==> config.mk <==
export PLATFORM = sky130hd
export DESIGN_NAME = control_flat
export DESIGN_NICKNAME = d
export VERILOG_FILES = /design/src/rtl/control_pkg.sv /design/src/rtl/control_if.sv /design/src/rtl/control_mem_wait.sv /design/src/rtl/control.sv /design/src/flat_wrapper.sv
export SDC_FILE = /design/constraint.sdc
export NUM_CORES = 1
export LEC_CHECK = 0
export ABC_AREA = 1
export BUFFER_PORTS_ARGS = -buffer_cell sky130_fd_sc_hd__buf_2
export CORE_ASPECT_RATIO = 0.75
export CORE_UTILIZATION = 41
export DETAILED_ROUTE_END_ITERATION = 10
export HOLD_SLACK_MARGIN = 0.02
export PLACE_DENSITY = 0.79
export SLEW_MARGIN = 10
export SYNTH_ARGS = -nofsm -noshare
export SYNTH_HDL_FRONTEND = slang
export SYNTH_SLANG_ARGS = --single-unit
==> constraint.sdc <==
create_clock -name clk -period 1.2 [get_ports clk]
set_clock_uncertainty 0.1 [all_clocks]
set_input_delay 0.06 -clock clk [delete_from_list [all_inputs] [get_ports clk]]
set_output_delay 0.06 -clock clk [all_outputs]
set_load 0.02 [all_outputs]
==> src/rtl/control_pkg.sv <==
// Shared types and constants for the LC-3b multicycle control FSM:
// opcodes, ALU operations, state codes and datapath mux-select encodings.
package control_pkg;

   typedef enum logic [3:0] {
      op_br   = 4'b0000,
      op_add  = 4'b0001,
      op_ldb  = 4'b0010,
      op_stb  = 4'b0011,
      op_jsr  = 4'b0100,
      op_and  = 4'b0101,
      op_ldr  = 4'b0110,
      op_str  = 4'b0111,
      op_rti  = 4'b1000,
      op_not  = 4'b1001,
      op_ldi  = 4'b1010,
      op_sti  = 4'b1011,
      op_jmp  = 4'b1100,
      op_shf  = 4'b1101,
      op_lea  = 4'b1110,
      op_trap = 4'b1111
   } lc3b_opcode;

   typedef enum logic [2:0] {
      alu_add  = 3'd0,
      alu_and  = 3'd1,
      alu_not  = 3'd2,
      alu_pass = 3'd3,
      alu_sll  = 3'd4,
      alu_srl  = 3'd5,
      alu_sra  = 3'd6
   } lc3b_aluop;

   // Controller states; plain constants so older code can keep comparing raw codes.
   localparam logic [4:0] S_FETCH1    = 5'd0;
   localparam logic [4:0] S_FETCH2    = 5'd1;
   localparam logic [4:0] S_FETCH3    = 5'd2;
   localparam logic [4:0] S_DECODE    = 5'd3;
   localparam logic [4:0] S_ALU       = 5'd4;
   localparam logic [4:0] S_SHF       = 5'd5;
   localparam logic [4:0] S_LEA       = 5'd6;
   localparam logic [4:0] S_BR_TAKEN  = 5'd7;
   localparam logic [4:0] S_JMP       = 5'd8;
   localparam logic [4:0] S_STORE_R7  = 5'd9;
   localparam logic [4:0] S_JSR_PC    = 5'd10;
   localparam logic [4:0] S_CALC_ADDR = 5'd11;
   localparam logic [4:0] S_LD_RD     = 5'd12;
   localparam logic [4:0] S_LD_WB     = 5'd13;
   localparam logic [4:0] S_ST_MDR    = 5'd14;
   localparam logic [4:0] S_ST_WR     = 5'd15;
   localparam logic [4:0] S_TRAP_MAR  = 5'd16;
   localparam logic [4:0] S_TRAP_RD   = 5'd17;
   localparam logic [4:0] S_TRAP_PC   = 5'd18;

   localparam logic [1:0] PCMUX_PC2      = 2'd0;
   localparam logic [1:0] PCMUX_BRADD    = 2'd1;
   localparam logic [1:0] PCMUX_SR1      = 2'd2;
   localparam logic [1:0] PCMUX_MDR      = 2'd3;

   localparam logic [1:0] MARMUX_ALU     = 2'd0;
   localparam logic [1:0] MARMUX_PC      = 2'd1;
   localparam logic [1:0] MARMUX_MDR     = 2'd2;
   localparam logic [1:0] MARMUX_TRAPVEC = 2'd3;

   localparam logic       MDRMUX_ALU     = 1'b0;
   localparam logic       MDRMUX_MEM     = 1'b1;

   localparam logic [2:0] RFMUX_ALU      = 3'd0;
   localparam logic [2:0] RFMUX_MDR      = 3'd1;
   localparam logic [2:0] RFMUX_BRADD    = 3'd2;
   localparam logic [2:0] RFMUX_PC       = 3'd3;
   localparam logic [2:0] RFMUX_ZEXTLO   = 3'd4;
   localparam logic [2:0] RFMUX_ZEXTHI   = 3'd5;

   localparam logic [2:0] ALUMUX_SR2     = 3'd0;
   localparam logic [2:0] ALUMUX_SEXT5   = 3'd1;
   localparam logic [2:0] ALUMUX_ADJ6    = 3'd2;
   localparam logic [2:0] ALUMUX_ZEXT4   = 3'd3;
   localparam logic [2:0] ALUMUX_SEXT6   = 3'd4;

   // States that hold a memory request open until mem_resp arrives.
   function automatic logic is_wait_state(input logic [4:0] s);
      return (s == S_FETCH2) || (s == S_LD_RD) || (s == S_ST_WR) || (s == S_TRAP_RD);
   endfunction

endpackage

==> src/rtl/control_if.sv <==
// Unified-memory handshake between the control FSM (master) and memory (slave).
interface control_if;
   logic       mem_read;
   logic       mem_write;
   logic [1:0] mem_byte_enable;
   logic       mem_resp;
   logic       mem_address0;

   modport master (
      output mem_read, mem_write, mem_byte_enable,
      input  mem_resp, mem_address0
   );

   modport slave (
      input  mem_read, mem_write, mem_byte_enable,
      output mem_resp, mem_address0
   );
endinterface

==> src/rtl/control_mem_wait.sv <==
// Memory wait-state watchdog: counts cycles spent in a wait state without a
// response and emits a one-cycle timeout pulse at MEM_TIMEOUT (0 disables it).
module ctrl_mem_wait #(
   parameter int MEM_TIMEOUT = 0
) (
   input  logic clk,
   input  logic rst,
   input  logic waiting,
   input  logic mem_resp,
   output logic timeout
);

   localparam int CW = (MEM_TIMEOUT > 1) ? $clog2(MEM_TIMEOUT) : 1;
   localparam logic [CW-1:0] LAST = CW'(MEM_TIMEOUT - 1);

   logic [CW-1:0] count;

   assign timeout = (MEM_TIMEOUT != 0) && waiting && !mem_resp && (count == LAST);

   // Counter restarts whenever we are outside a wait state, the access completes or it times out.
   always_ff @(posedge clk) begin
      if (rst || !waiting || mem_resp || timeout)
         count <= '0;
      else
         count <= count + 1'b1;
   end

endmodule

==> src/rtl/control.sv <==
// LC-3b multicycle control FSM. Moore outputs decode from the current state
// (plus IR bits / byte lane). Optional performance counters are built when
// CONTROL_PERF_CNT_EN is defined.
module control
   import control_pkg::*;
#(
   parameter int MEM_TIMEOUT = 0
) (
   input  logic       clk,
   input  logic       rst,
   input  logic [3:0] opcode,
   input  logic       instruction4,
   input  logic       instruction5,
   input  logic       instruction11,
   input  logic       branch_enable,
   control_if.master  mem_bus,
   output logic [1:0] pcmux_sel,
   output logic [1:0] marmux_sel,
   output logic [2:0] alumux_sel,
   output logic [2:0] regfilemux_sel,
   output logic       storemux_sel,
   output logic       mdrmux_sel,
   output logic       destmux_sel,
   output logic       offsetmux_sel,
   output logic       load_pc,
   output logic       load_cc,
   output logic       load_ir,
   output logic       load_mar,
   output logic       load_mdr,
   output logic       load_regfile,
   output logic [2:0] aluop,
   output logic       mem_error
`ifdef CONTROL_PERF_CNT_EN
   ,
   output logic [31:0] instr_count,
   output logic [31:0] cycle_count
`endif
);

   logic [4:0] state, next_state;
   logic       timeout;
   logic       error_q;
   logic       rd_req, wr_req;
   logic [1:0] byte_en;

   ctrl_mem_wait #(.MEM_TIMEOUT(MEM_TIMEOUT)) u_wait (
      .clk      (clk),
      .rst      (rst),
      .waiting  (is_wait_state(state)),
      .mem_resp (mem_bus.mem_resp),
      .timeout  (timeout)
   );

   // State register; reset always returns to the start of instruction fetch.
   always_ff @(posedge clk) begin
      if (rst)
         state <= S_FETCH1;
      else
         state <= next_state;
   end

   // Next-state logic: wait states leave on mem_resp, or bail to fetch on timeout.
   always_comb begin
      next_state = S_FETCH1;
      case (state)
         S_FETCH1: next_state = S_FETCH2;
         S_FETCH2: next_state = timeout ? S_FETCH1 : (mem_bus.mem_resp ? S_FETCH3 : S_FETCH2);
         S_FETCH3: next_state = S_DECODE;
         S_DECODE: begin
            case (opcode)
               op_add, op_and, op_not:         next_state = S_ALU;
               op_shf:                         next_state = S_SHF;
               op_lea:                         next_state = S_LEA;
               op_br:                          next_state = branch_enable ? S_BR_TAKEN : S_FETCH1;
               op_jmp:                         next_state = S_JMP;
               op_jsr, op_trap:                next_state = S_STORE_R7;
               op_ldr, op_ldb, op_str, op_stb: next_state = S_CALC_ADDR;
               default:                        next_state = S_FETCH1;
            endcase
         end
         S_STORE_R7:  next_state = (opcode == op_trap) ? S_TRAP_MAR : S_JSR_PC;
         S_CALC_ADDR: next_state = (opcode == op_ldr || opcode == op_ldb) ? S_LD_RD : S_ST_MDR;
         S_LD_RD:     next_state = timeout ? S_FETCH1 : (mem_bus.mem_resp ? S_LD_WB : S_LD_RD);
         S_ST_MDR:    next_state = S_ST_WR;
         S_ST_WR:     next_state = (timeout || mem_bus.mem_resp) ? S_FETCH1 : S_ST_WR;
         S_TRAP_MAR:  next_state = S_TRAP_RD;
         S_TRAP_RD:   next_state = timeout ? S_FETCH1 : (mem_bus.mem_resp ? S_TRAP_PC : S_TRAP_RD);
         default:     next_state = S_FETCH1;
      endcase
   end

   // Moore output decode; everything is forced idle while reset is asserted.
   always_comb begin
      pcmux_sel      = PCMUX_PC2;
      marmux_sel     = MARMUX_ALU;
      alumux_sel     = ALUMUX_SR2;
      regfilemux_sel = RFMUX_ALU;
      storemux_sel   = 1'b0;
      mdrmux_sel     = MDRMUX_ALU;
      destmux_sel    = 1'b0;
      offsetmux_sel  = 1'b0;
      load_pc        = 1'b0;
      load_cc        = 1'b0;
      load_ir        = 1'b0;
      load_mar       = 1'b0;
      load_mdr       = 1'b0;
      load_regfile   = 1'b0;
      aluop          = alu_add;
      rd_req         = 1'b0;
      wr_req         = 1'b0;
      byte_en        = 2'b11;
      if (!rst) begin
         case (state)
            S_FETCH1: begin
               marmux_sel = MARMUX_PC;
               load_mar   = 1'b1;
               pcmux_sel  = PCMUX_PC2;
               load_pc    = 1'b1;
            end
            S_FETCH2, S_LD_RD, S_TRAP_RD: begin
               rd_req     = 1'b1;
               mdrmux_sel = MDRMUX_MEM;
               load_mdr   = 1'b1;
            end
            S_FETCH3: load_ir = 1'b1;
            S_ALU: begin
               alumux_sel   = instruction5 ? ALUMUX_SEXT5 : ALUMUX_SR2;
               aluop        = (opcode == op_and) ? alu_and : ((opcode == op_not) ? alu_not : alu_add);
               load_regfile = 1'b1;
               load_cc      = 1'b1;
            end
            S_SHF: begin
               alumux_sel   = ALUMUX_ZEXT4;
               aluop        = !instruction4 ? alu_sll : (instruction5 ? alu_sra : alu_srl);
               load_regfile = 1'b1;
               load_cc      = 1'b1;
            end
            S_LEA: begin
               regfilemux_sel = RFMUX_BRADD;
               load_regfile   = 1'b1;
               load_cc        = 1'b1;
            end
            S_BR_TAKEN: begin
               pcmux_sel = PCMUX_BRADD;
               load_pc   = 1'b1;
            end
            S_JMP: begin
               pcmux_sel = PCMUX_SR1;
               load_pc   = 1'b1;
            end
            S_STORE_R7: begin
               destmux_sel    = 1'b1;
               regfilemux_sel = RFMUX_PC;
               load_regfile   = 1'b1;
            end
            S_JSR_PC: begin
               pcmux_sel     = instruction11 ? PCMUX_BRADD : PCMUX_SR1;
               offsetmux_sel = instruction11;
               load_pc       = 1'b1;
            end
            S_CALC_ADDR: begin
               alumux_sel = (opcode == op_ldr || opcode == op_str) ? ALUMUX_ADJ6 : ALUMUX_SEXT6;
               load_mar   = 1'b1;
            end
            S_LD_WB: begin
               if (opcode == op_ldb)
                  regfilemux_sel = mem_bus.mem_address0 ? RFMUX_ZEXTHI : RFMUX_ZEXTLO;
               else
                  regfilemux_sel = RFMUX_MDR;
               load_regfile = 1'b1;
               load_cc      = 1'b1;
            end
            S_ST_MDR: begin
               storemux_sel = 1'b1;
               mdrmux_sel   = MDRMUX_ALU;
               aluop        = alu_pass;
               load_mdr     = 1'b1;
            end
            S_ST_WR: begin
               wr_req = 1'b1;
               if (opcode == op_stb)
                  byte_en = mem_bus.mem_address0 ? 2'b10 : 2'b01;
            end
            S_TRAP_MAR: begin
               marmux_sel = MARMUX_TRAPVEC;
               load_mar   = 1'b1;
            end
            S_TRAP_PC: begin
               pcmux_sel = PCMUX_MDR;
               load_pc   = 1'b1;
            end
            default: ;
         endcase
      end
   end

   assign mem_bus.mem_read        = rd_req;
   assign mem_bus.mem_write       = wr_req;
   assign mem_bus.mem_byte_enable = byte_en;

   // Sticky memory-error flag: set by any watchdog timeout, only reset clears it.
   always_ff @(posedge clk) begin
      if (rst)
         error_q <= 1'b0;
      else if (timeout)
         error_q <= 1'b1;
   end

   assign mem_error = error_q && !rst;

`ifdef CONTROL_PERF_CNT_EN
   logic instr_done;

   assign instr_done = (next_state == S_FETCH1) && !timeout &&
                       (state != S_FETCH1) && (state != S_FETCH2) && (state != S_FETCH3);

   // Free-running cycle and retired-instruction counters, both wrapping.
   always_ff @(posedge clk) begin
      if (rst) begin
         cycle_count <= '0;
         instr_count <= '0;
      end else begin
         cycle_count <= cycle_count + 32'd1;
         if (instr_done)
            instr_count <= instr_count + 32'd1;
      end
   end
`endif

endmodule

==> src/flat_wrapper.sv <==
// flat-port wrapper written by rule: the top's interface ports become plain ports
module control_flat import control_pkg::*;
#(
   parameter int MEM_TIMEOUT = 0
)
  (clk, rst, opcode, instruction4, instruction5, instruction11, branch_enable, pcmux_sel, marmux_sel, alumux_sel, regfilemux_sel, storemux_sel, mdrmux_sel, destmux_sel, offsetmux_sel, load_pc, load_cc, load_ir, load_mar, load_mdr, load_regfile, aluop, mem_error, mem_bus_mem_read, mem_bus_mem_write, mem_bus_mem_byte_enable, mem_bus_mem_resp, mem_bus_mem_address0);
  control_if mem_bus_i ();
  input  logic clk;
  input  logic rst;
  input  logic [3:0] opcode;
  input  logic instruction4;
  input  logic instruction5;
  input  logic instruction11;
  input  logic branch_enable;
  output logic [1:0] pcmux_sel;
  output logic [1:0] marmux_sel;
  output logic [2:0] alumux_sel;
  output logic [2:0] regfilemux_sel;
  output logic storemux_sel;
  output logic mdrmux_sel;
  output logic destmux_sel;
  output logic offsetmux_sel;
  output logic load_pc;
  output logic load_cc;
  output logic load_ir;
  output logic load_mar;
  output logic load_mdr;
  output logic load_regfile;
  output logic [2:0] aluop;
  output logic mem_error;
  output wire logic [$bits(mem_bus_i.mem_read)-1:0] mem_bus_mem_read;
  output wire logic [$bits(mem_bus_i.mem_write)-1:0] mem_bus_mem_write;
  output wire logic [$bits(mem_bus_i.mem_byte_enable)-1:0] mem_bus_mem_byte_enable;
  input wire logic [$bits(mem_bus_i.mem_resp)-1:0] mem_bus_mem_resp;
  input wire logic [$bits(mem_bus_i.mem_address0)-1:0] mem_bus_mem_address0;
  assign mem_bus_mem_read = mem_bus_i.mem_read;
  assign mem_bus_mem_write = mem_bus_i.mem_write;
  assign mem_bus_mem_byte_enable = mem_bus_i.mem_byte_enable;
  assign mem_bus_i.mem_resp = mem_bus_mem_resp;
  assign mem_bus_i.mem_address0 = mem_bus_mem_address0;
  control #(.MEM_TIMEOUT(MEM_TIMEOUT)) u_core (.clk(clk), .rst(rst), .opcode(opcode), .instruction4(instruction4), .instruction5(instruction5), .instruction11(instruction11), .branch_enable(branch_enable), .mem_bus(mem_bus_i), .pcmux_sel(pcmux_sel), .marmux_sel(marmux_sel), .alumux_sel(alumux_sel), .regfilemux_sel(regfilemux_sel), .storemux_sel(storemux_sel), .mdrmux_sel(mdrmux_sel), .destmux_sel(destmux_sel), .offsetmux_sel(offsetmux_sel), .load_pc(load_pc), .load_cc(load_cc), .load_ir(load_ir), .load_mar(load_mar), .load_mdr(load_mdr), .load_regfile(load_regfile), .aluop(aluop), .mem_error(mem_error));
endmodule
==> run metrics, run 1 <==
status=aborted with a tool error; Failed at=5_1_grt; tool error=[ERROR DPL-0038] Utilization greater than 100%, impossible to legalize; Max Buffers Root-to-Sink=2; cell count after synthesis=approximately 170; synthesized area per cell=4.89 um2; leading cell type by number of instances after synthesis=nand2_1; Main synth FF type=dfxtp_1; EDFF count, synth=0; worst endpoint after global-route timing repair=load_regfile; synthesized area=826 um2; Sink Count=5; largest net degree at the start of global routing=24; TritonCTS Buffers=3; Worst EP kind=primary output; Seq/Total Area, Yosys=0.121; die width=about 54 um; initial core utilization=0.457; die height=40.9 um; dpl ws=-0.288 ns; main area contributors after synthesis=nand2_1 22%, nor2_1 16%, dfxtp_1 12%; Synth area leader=nand2_1; GP Congestion=a little under 0.9; Yosys top cell area share=0.223; number of synthesized register bits=5; number of distinct library cells after synthesis=19; # H-tree levels=1; row count=13; synthesized net count=181; yosys warns=0; root buf cell=clkbuf_4; Top Ports=40; DPL Wire Length=2.55 mm; Async SR Flop Fraction=0; PortBufs=38; Commonest cells post-synth=49 x nand2_1, 36 x nor2_1, 26 x inv_1
-- logic make-up after synthesis --
family,Yosys count,synth area share
and+or+nand+nor,117,0.626
buffers and inverters,30,0.145
AOI/OAI and AO/OA,16,0.103
DFF,5,0.121
other,1,0.00454
-- timing repair --
item,in CTS
pin swaps,16
hold buffers,0
cloned,0
buffers inserted,8
resized for setup,52
setup endpoints to repair,32
-- metrics by stage --
| stage | instance area [um2] | instances |
|---|---|---|
| floorplan | 1020 | 169 |
| CTS | 1600 | 255 |
| detailed placement | 1360 | 243 |
| global placement | 1360 | 243 |
==> run 2, diff against run 1 <==
--- a/config.mk
+++ b/config.mk
@@ -7,11 +7,10 @@
 export LEC_CHECK = 0
 export ABC_AREA = 1
 export BUFFER_PORTS_ARGS = -buffer_cell sky130_fd_sc_hd__buf_2
-export CORE_ASPECT_RATIO = 0.75
-export CORE_UTILIZATION = 41
+export CORE_AREA = 2 2 63 65
 export DETAILED_ROUTE_END_ITERATION = 10
-export HOLD_SLACK_MARGIN = 0.02
-export PLACE_DENSITY = 0.79
+export DIE_AREA = 0 0 65 67
+export PLACE_DENSITY_LB_ADDON = 0.15
 export SLEW_MARGIN = 10
 export SYNTH_ARGS = -nofsm -noshare
 export SYNTH_HDL_FRONTEND = slang
==> constraint.sdc (replaced) <==
create_clock -name clk -period 1.55 [get_ports clk]
set_clock_uncertainty 0.1 [all_clocks]
set_input_delay 0.0775 -clock clk [delete_from_list [all_inputs] [get_ports clk]]
set_output_delay 0.0775 -clock clk [all_outputs]
set_load 0.02 [all_outputs]
==> run 2 against run 1 <==
  * The flow now finishes, with violations (negative setup slack)
  * Synthesized cell count is the same
  * Synthesized area is the same
==> run metrics, run 2 <==
PortBufs=38 (unchanged); antenna-violating nets left=0; failing checks=negative setup slack; most frequent cells in the layout=44 x nand2_1, 31 x buf_4, 28 x nor2_1; dpl ws=-0.0275 ns (+0.261 ns); Final min period=1.57 ns; EDFF count, synth=0 (unchanged); die area=4360 um2; TritonCTS Buffers=3 (unchanged); Layout area overhead=70.5%; synthesized area=826 um2 (unchanged); main area contributors after synthesis=nand2_1 22%, nor2_1 16%, dfxtp_1 12%; Fin. Hold Viols=0; largest net degree at the start of global routing=24; Final Total Pwr=0.670 mW; Sink Count=5 (unchanged); endpoints failing setup=6; Core Region=3610 um2; Power per Cell Area=476 nW/um2; total number of vias=1,170; yosys warns=0 (unchanged); first-pass GRT wire length=approximately 4.8 mm; ant diodes=0; Hold Path Depth=6; CTS tree=yes; Final Max Slew Viols=0; worst setup margin=-0.0215 ns; Tightest Hold Check Type=in2reg; most common cell after layout, fill and taps aside=nand2_1; Adder-Cell Fraction of Synth Area=0 (unchanged); Worst R2R Setup Slack=0.18 ns; via/cell ratio=4.30; row count=22 (+9); vias in the first global route=between 1,000 and 1,500; synthesized area per cell=4.89 um2 (unchanged); post-synthesis xor/xnor area fraction=0 (unchanged); worst-path cell chain=buf_4 -> nor2_4 -> buf_4 -> nand3_1 -> a21oi_2 -> buf_4; status=finished, violations left; # H-tree levels=1 (unchanged); Leak=around 0.75 nW; fin area=1410 um2; Critical Path End Type=output port; Hold Crit Start=opcode[0]; worst setup path class=reg2out; number of synthesized register bits=5 (unchanged); root buf cell=clkbuf_8; crit-path max FO=5; reg2reg path depth=9; drt drc=0; global route total overflow=0; hold path endpoint=u_core.state[3]; die height=67 um (+64%); RSZ-0062 raised after global routing=yes; Startpoint Class=flop; Simple-Gate Fraction of Synth Area=0.626 (unchanged); DPL Wire Length=2.33 mm (-8.6%); Total GRT Usage=0.137; first drt pass iteration count=4; Main synth FF type=dfxtp_1; critical path's slowest cell=dfxtp_4; max reg flops=5; FILL cells=427; synthesized net count=181 (unchanged); WP data arrival=1.39 ns; placed cell areas=1110 um2 (-18%); Top Ports=40 (unchanged); initial core utilization=0.229 (-0.228); largest register by flop count=u_core.state; Async SR Flop Fraction=0 (unchanged); GP Congestion=0.784 (-11%); most frequent CP cell=buf_4; fin crit share=1.01; cell count after synthesis=169 (unchanged); peak supply drop=approximately 0.26 mV; number of distinct library cells after synthesis=19 (unchanged); Placed Cells=258 (+6.2%); Synth area leader=nand2_1; clk_lat worst skew=0.21 ns; Yosys top cell area share=0.223 (unchanged); CP peak stage delay=0.35 ns; Total Wirelength=2.96 mm; initial antenna violation count=0; Compound-Gate Fraction of Synth Area=0.103 (unchanged); share of cells above drive strength 1=0.420; Reg clk slew, reported paths=0.03 ns; max_cap viols=0; fmax=636 MHz; number of DRC markers in iteration 0=26; Max Buffers Root-to-Sink=2 (unchanged); drt wl/cell=~11 um; RR Endpoint=u_core.state[1]; Commonest cells post-synth=49 x nand2_1, 36 x nor2_1, 26 x inv_1; Final Non-Filler Cells=272; Reg-to-Reg Start=u_core.state[1]; largest family of logic cells by synthesized area=simple AND/OR/NAND/NOR gates; nets=around 240; mux contribution to synthesized area=0 (unchanged); leading cell type by number of instances after synthesis=nand2_1; Seq/Total Area, Yosys=0.121 (unchanged); hold_ws=0.205 ns; die width=65 um (+21%); top flop regs=u_core.state: 5 flops; WP data required=between 1 and 1.5 ns
run 2: final cells by class:
type | instances | area, um2 | area share
Timing Repair Buffer | 55 | 390 | 0.277
Tap cell | 48 | 60.1 | 0.0427
Clock buffer | 4 | 45.0 | 0.0320
Multi-Input combinational cell | 134 | 698 | 0.496
Inverter | 26 | 97.6 | 0.0693
Sequential cell | 5 | 116 | 0.0827
run 2: metal layers:
metal | vias up | GRT usage | wire length, um
li1 | 642 | - | -
met1 | 500 | 0.171 | 1360
met2 | 28 | 0.255 | 1470
met3 | 0 | 0.0118 | 123
met4 | 0 | 0.0239 | 0
met5 | - | 0 | 0
run 2: critical path, delay by kind of cell (launching register included):
family / cells / cell delay (ns)
buf+inv: 3 / 0.44
flops: 1 / 0.35
simple gates: 2 / 0.25
compound gates: 1 / 0.14
run 2: cells by family after synthesis:
group                  Yosys count
buffers and inverters           30
AOI/OAI and AO/OA               16
other                            1
and+or+nand+nor                117
DFF                              5
run 2: per-stage QoR:
stage / setup TNS (ns) / util
2_1_floorplan: 0 / -
3_3_place_gp: -0.0381 / 0.308
3_5_place_dp: -0.0335 / 0.308
4_1_cts: -0.161 / 0.363
5_1_grt: -1.50 / 0.390
6_report: -0.0821 / 0.390
run 2: where the power goes:
group / total, mW / leakage [nW] / internal [mW] / switching [mW]
clock network: 0.234 / 0.0228 / 0.176 / 0.0580
logic: 0.288 / 0.680 / 0.108 / 0.180
registers: 0.148 / 0.0441 / 0.135 / 0.0134
total: 0.670 / 0.747 / 0.418 / 0.252
run 2: how the worst max path moves through the flow:
stage | slack, ns | start | endpoint | depth (start not counted)
after detailed placement | -0.03 | u_core.state[2] | aluop[1] | 9
after floorplan | 0.02 | u_core.state[2] | mem_bus_mem_byte_enable[0] | 6
after global placement | -0.03 | u_core.state[2] | aluop[1] | 9
after CTS | -0.04 | u_core.state[2] | mem_bus_mem_byte_enable[1] | 7
after global routing | -0.14 | u_core.state[2] | load_regfile | 8
final | -0.02 | u_core.state[2] | alumux_sel[1] | 6
run 2: timing repair:
item,in CTS,in global routing
cloned,0,0
pin swaps,8,11
hold buffers,0,0
setup endpoints to repair,24,23
resized for setup,39,24
buffers inserted,6,4
(Power assumes the default switching activity.)
